[config.mk]
export PLATFORM = sky130hd
export DESIGN_NAME = carregador_memoria_ins
export DESIGN_NICKNAME = d
export VERILOG_FILES = /design/src/rtl/carregador_memoria_ins.sv
export SDC_FILE = /design/constraint.sdc
export NUM_CORES = 1
export LEC_CHECK = 0
export BUFFER_PORTS_ARGS = -buffer_cell sky130_fd_sc_hd__buf_2
export CORE_MARGIN = 10
export CORE_UTILIZATION = 30
export CTS_CLUSTER_SIZE = 25
export DETAILED_ROUTE_END_ITERATION = 12
export GPL_ROUTABILITY_DRIVEN = 1
export PLACE_DENSITY = 0.58
export SLEW_MARGIN = 20
export SYNTH_ARGS = -nofsm -noshare
export SYNTH_HDL_FRONTEND = slang
export SYNTH_SLANG_ARGS = --single-unit
[constraint.sdc]
create_clock -name clk -period 2.43 [get_ports clk]
set_input_delay 0.729 -clock clk [delete_from_list [all_inputs] [get_ports clk]]
set_output_delay 0.729 -clock clk [all_outputs]
set_load 0.05 [all_outputs]
[src/rtl/carregador_memoria_ins.sv]
// carregador_memoria_ins
//   Writer side of the instruction-memory interface. Takes a program as a byte
//   stream (LEN_LO, LEN_HI, then 4*N data bytes LSB first), packs little-endian
//   32-bit words and writes one per WRITE cycle at BASE_ADDR + 4*i. The CPU is
//   frozen through cpu_hold while loading and after a failed load.
//
//   Optional feature macro: CARREGADOR_CHECKSUM_EN
//     When defined, a trailing XOR checksum byte over all data bytes is
//     required (also for N==0, where it must be 0x00).
//
// Ports
//   clk, rst_n         clock (rising edge), async active-low reset
//   start              begin a load (honoured in IDLE, DONE, ERR)
//   rx_valid, rx_byte  byte stream in; rx_ready out, transfer = valid & ready
//   mem_we, mem_ads,   instruction-memory write port (64-bit byte address,
//   mem_din            data = {32'b0, word})
//   cpu_hold, busy     processor freeze / load in progress
//   done, error        load outcome, held until next start
//   word_count         words written in the current or last load
module carregador_memoria_ins #(
    parameter logic [63:0] BASE_ADDR = 64'd0,
    parameter int          MAX_WORDS = 64
) (
    input  logic        clk,
    input  logic        rst_n,
    input  logic        start,
    input  logic        rx_valid,
    input  logic [7:0]  rx_byte,
    output logic        rx_ready,
    output logic        mem_we,
    output logic [63:0] mem_ads,
    output logic [63:0] mem_din,
    output logic        cpu_hold,
    output logic        busy,
    output logic        done,
    output logic        error,
    output logic [15:0] word_count
);

    localparam logic [31:0] MAX_W = 32'(MAX_WORDS);

    typedef enum logic [2:0] {
        S_IDLE,
        S_LEN_LO,
        S_LEN_HI,
        S_DATA,
        S_WRITE,
`ifdef CARREGADOR_CHECKSUM_EN
        S_CHECK,
`endif
        S_DONE,
        S_ERR
    } state_t;

    state_t      state, next;
    logic [15:0] len_n;
    logic [23:0] word_q;     // first three bytes of the word being assembled
    logic [1:0]  byte_idx;
    logic        xfer;
    logic        start_ok;
    logic [15:0] len_full;
    logic        last_word;
`ifdef CARREGADOR_CHECKSUM_EN
    logic [7:0]  ck;
`endif

    assign xfer      = rx_valid & rx_ready;
    assign start_ok  = start & (state == S_IDLE || state == S_DONE || state == S_ERR);
    assign len_full  = {rx_byte, len_n[7:0]};
    assign last_word = (16'(word_count + 16'd1) == len_n);

    // outputs decoded from state, so an async reset clears them immediately
    always_comb begin
        rx_ready = 1'b0;
        busy     = 1'b0;
        case (state)
            S_LEN_LO, S_LEN_HI, S_DATA: begin rx_ready = 1'b1; busy = 1'b1; end
`ifdef CARREGADOR_CHECKSUM_EN
            S_CHECK:                    begin rx_ready = 1'b1; busy = 1'b1; end
`endif
            S_WRITE:                    busy = 1'b1;
            default: ;
        endcase
    end

    assign cpu_hold = busy | (state == S_ERR);
    assign done     = (state == S_DONE);
    assign error    = (state == S_ERR);

    always_comb begin
        next = state;
        case (state)
            S_IDLE, S_DONE, S_ERR: if (start) next = S_LEN_LO;
            S_LEN_LO: if (xfer) next = S_LEN_HI;
            S_LEN_HI: if (xfer) begin
                // length is validated before anything is written
                if (len_full == 16'd0)
`ifdef CARREGADOR_CHECKSUM_EN
                    next = S_CHECK;
`else
                    next = S_DONE;
`endif
                else if ({16'd0, len_full} > MAX_W) next = S_ERR;
                else                                next = S_DATA;
            end
            S_DATA: if (xfer && byte_idx == 2'd3) next = S_WRITE;
            S_WRITE: begin
                if (last_word)
`ifdef CARREGADOR_CHECKSUM_EN
                    next = S_CHECK;
`else
                    next = S_DONE;
`endif
                else next = S_DATA;
            end
`ifdef CARREGADOR_CHECKSUM_EN
            S_CHECK: if (xfer) next = (rx_byte == ck) ? S_DONE : S_ERR;
`endif
            default: next = S_IDLE;
        endcase
    end

    always_ff @(posedge clk or negedge rst_n) begin
        if (!rst_n) begin
            state      <= S_IDLE;
            len_n      <= '0;
            word_q     <= '0;
            byte_idx   <= '0;
            word_count <= '0;
            mem_we     <= 1'b0;
            mem_ads    <= '0;
            mem_din    <= '0;
`ifdef CARREGADOR_CHECKSUM_EN
            ck         <= '0;
`endif
        end else begin
            state  <= next;
            mem_we <= (next == S_WRITE);
            if (start_ok) begin
                word_count <= '0;
                byte_idx   <= '0;
`ifdef CARREGADOR_CHECKSUM_EN
                ck         <= '0;
`endif
            end
            if (state == S_LEN_LO && xfer) len_n[7:0]  <= rx_byte;
            if (state == S_LEN_HI && xfer) len_n[15:8] <= rx_byte;
            if (state == S_DATA && xfer) begin
                byte_idx <= byte_idx + 2'd1;
                // shifting right from the top leaves byte k at bits [8k+7:8k]
                word_q   <= {rx_byte, word_q[23:8]};
`ifdef CARREGADOR_CHECKSUM_EN
                ck       <= ck ^ rx_byte;
`endif
                if (byte_idx == 2'd3) begin
                    mem_din <= {32'd0, rx_byte, word_q};
                    mem_ads <= BASE_ADDR + {46'd0, word_count, 2'b00};
                end
            end
            if (state == S_WRITE) word_count <= word_count + 16'd1;
        end
    end

endmodule

==> impl_metrics.json <==
{
  "status": "completed",
  "yosysMostFrequentCell": "dfrtp_1",
  "holdWs_ns": 0.301,
  "rr_worst_depth": 9,
  "cp_max_fo": 4,
  "slew_violations": 0,
  "synth-seq-cells": 110,
  "fmax_mhz": 425,
  "multi_input_area_sq_mm": 0.00248,
  "first_global_vias": 3711,
  "chipWidth_um": 157,
  "cp-end-kind": "primary output",
  "cts_buffers": 9,
  "synthDistinctLibCells": 45,
  "criticalPathCategory": "reg -> out",
  "ys.flop_type": "dfrtp_1",
  "fillers": 1836,
  "antenna_found_initial": 0,
  "period_share": 0.967,
  "synth.top_cell.area_share": 0.489,
  "postPlaceCellArea_sq_mm": 0.00612,
  "crit_family": "simple AND/OR/NAND/NOR gates",
  "clk_latency_ns": 0.36,
  "initial_core_util": 0.303,
  "fin_skew_ns": 0.00939,
  "core-area_sq_mm": 0.0186,
  "avgSynthCellArea_sq_um": 11.4,
  "setup.worst_path.start": "state[1]",
  "die_h_um": 157,
  "routed_wirelength_mm": 13.6,
  "hold_path.class": "in -> async",
  "area_growth_pct": 15.5,
  "r2r_end": "state[1]",
  "synth_enable_flop_cells": 0,
  "fin_crit_ns": 2.35,
  "critPathSlowestCell": "dfrtp_2",
  "syn-cell-area_sq_mm": 0.00563,
  "ctsHtreeMaxLevel": 3,
  "vias": 3771,
  "hpwlAfterDp_mm": 10.4,
  "holdBufCountCts": 0,
  "reg2reg_setup_slack_ns": 0.24,
  "crit_chain": "nor2b_1 > nand2_1 > inv_1 > or2_2 > buf_2",
  "post-route-drc-count": 0,
  "required_ns": 1.70,
  "leakage_nw": 3.27,
  "yosysSeqAreaShare": 0.489,
  "setup_tns_ns": 0,
  "hold_viol": 0,
  "drt_first_pass_iters": 4,
  "std_cell_rows": 50,
  "design.die.area_sq_mm": 0.0246,
  "diodes": 0,
  "port_buffers": 81,
  "synth_async_sr_flop_share": 1.00,
  "io-pin-count": 162,
  "drt-initial-drc-count": 192,
  "cts_tree": "done",
  "regArea_sq_mm": 0.00276,
  "synth_top_cell_by_area": "dfrtp_1",
  "cts.clk_slew.worst_paths_ns": 0.07,
  "detail_route.wl_per_cell_um": 16.5,
  "drv_cap": 0,
  "grt_setup_unrepaired": "false",
  "grt_pass1_wl_mm": 20.9,
  "drive_gt1_frac": 0.380,
  "total_power_mw": 7.54,
  "crit_path_start_kind": "flop",
  "cts_root_buf": "clkbuf_16",
  "power.density_mw_per_mm2": 1160,
  "gr-usage-all-layers": 0.107,
  "critPathMaxStageDelay_ns": 0.45,
  "synth_warnings": 0,
  "irDropWorstVdd_v": 0.000544,
  "nets": 601,
  "yosys-top-cells-count": "dfrtp_1, mux2_2, buf_4",
  "critPathArrivalTime_ns": 1.62,
  "place_congestion": 0.893,
  "synth_area_leaders": "dfrtp_1, mux2_2, buf_4",
  "clock-sinks": 110,
  "grt_max_degree": 48,
  "vias_per_cell": 4.57,
  "synthCells": 494,
  "cts_buffer_depth": 2,
  "crit_buf_inv": 2,
  "globalRouteOverflowTotal": 0,
  "r2r_start": "word_count[0]",
  "final_antenna_net_count": 0,
  "design_area_sq_mm": 0.00650,
  "setup_viol": 0
}
[routing by layer]
metal / track usage / wire length, um / up-vias
met2: 0.180 / 6600 / 143
li1: - / - / 1733
met1: 0.129 / 5560 / 1883
met5: 0 / 0 / -
met3: 0.0278 / 1320 / 12
met4: 0.0387 / 162 / 0
[power by group]
part	internal, mW	switching (mW)	total (mW)
registers	2.39	0.466	2.85
clock network	0.933	0.726	1.66
logic	1.09	1.94	3.03
total	4.41	3.13	7.54
[worst reg2reg max path: cells and delay by family (launching register included)]
family	cells	cell delay [ns]
and+or+nand+nor	4	0.78
DFF	1	0.45
AOI/OAI and AO/OA	3	0.36
adders and majority gates	1	0.31
buffers and inverters	1	0.18
[per-stage QoR]
stage	utilization	instances	setup WS, ns
global route	0.350	826	0.00542
CTS	0.349	823	0.0140
global placement	0.329	805	0.208
finish	0.350	826	0.0793
detailed placement	0.329	805	0.144
floorplan	-	573	0.0227
[cell type report]
class | count | share of cell area
flip-flops and latches | 110 | 0.424
clock buffers | 9 | 0.0346
well taps | 234 | 0.0450
multi-input cells | 356 | 0.381
clock inverters | 7 | 0.0171
repair buffers | 107 | 0.0966
inverters | 3 | 0.00173
[cells by family (layout without fill, tap and decap cells)]
kind of cell    count (synthesis)  in the layout  share of synthesized area
simple gates                   99             99                     0.0980
xor+xnor                       24             24                     0.0373
flops                         110            110                      0.489
mux                            92             92                      0.183
compound gates                 59             59                     0.0593
fa+ha+maj                       2              2                    0.00444
other cells                     1             80                   0.000666
buf+inv                       107            126                      0.128
[registers in the layout, summed over array words and instances (netlist names)]
| register | cells |
|---|---|
| mem_din | 32 |
| word_q | 24 |
| len_n | 16 |
| mem_ads | 16 |
| word_count | 16 |
| state | 3 |
| byte_idx | 2 |
| mem_we | 1 |
[placed cells by master, fill, tap and decap left out, types with 13 or more instances in the layout]
cell type and instances:
nand2_1 29, buf_4 25, xnor2_1 13, mux2_2 89
o21ai_0 25, buf_2 80, conb_1 80, a21oi_1 18
dfrtp_1 106, nor2_1 21
[repair_timing]
action / in CTS / in global routing
setup endpoints to repair: 1 / 3
pin swaps: 0 / 1
resized for setup: 4 / 1
setup buffers: 2 / 3
[worst max-delay path by stage]
stage / endpoint / slack (ns) / depth (start not counted)
final: cpu_hold / 0.08 / 5
after global routing: cpu_hold / 0.005 / 5
after CTS: cpu_hold / 0.01 / 3
after detailed placement: state[1] / 0.14 / 8
after global placement: state[1] / 0.21 / 8
after floorplan: state[1] / 0.02 / 9
Note: power is estimated with default switching activity, not from simulation.
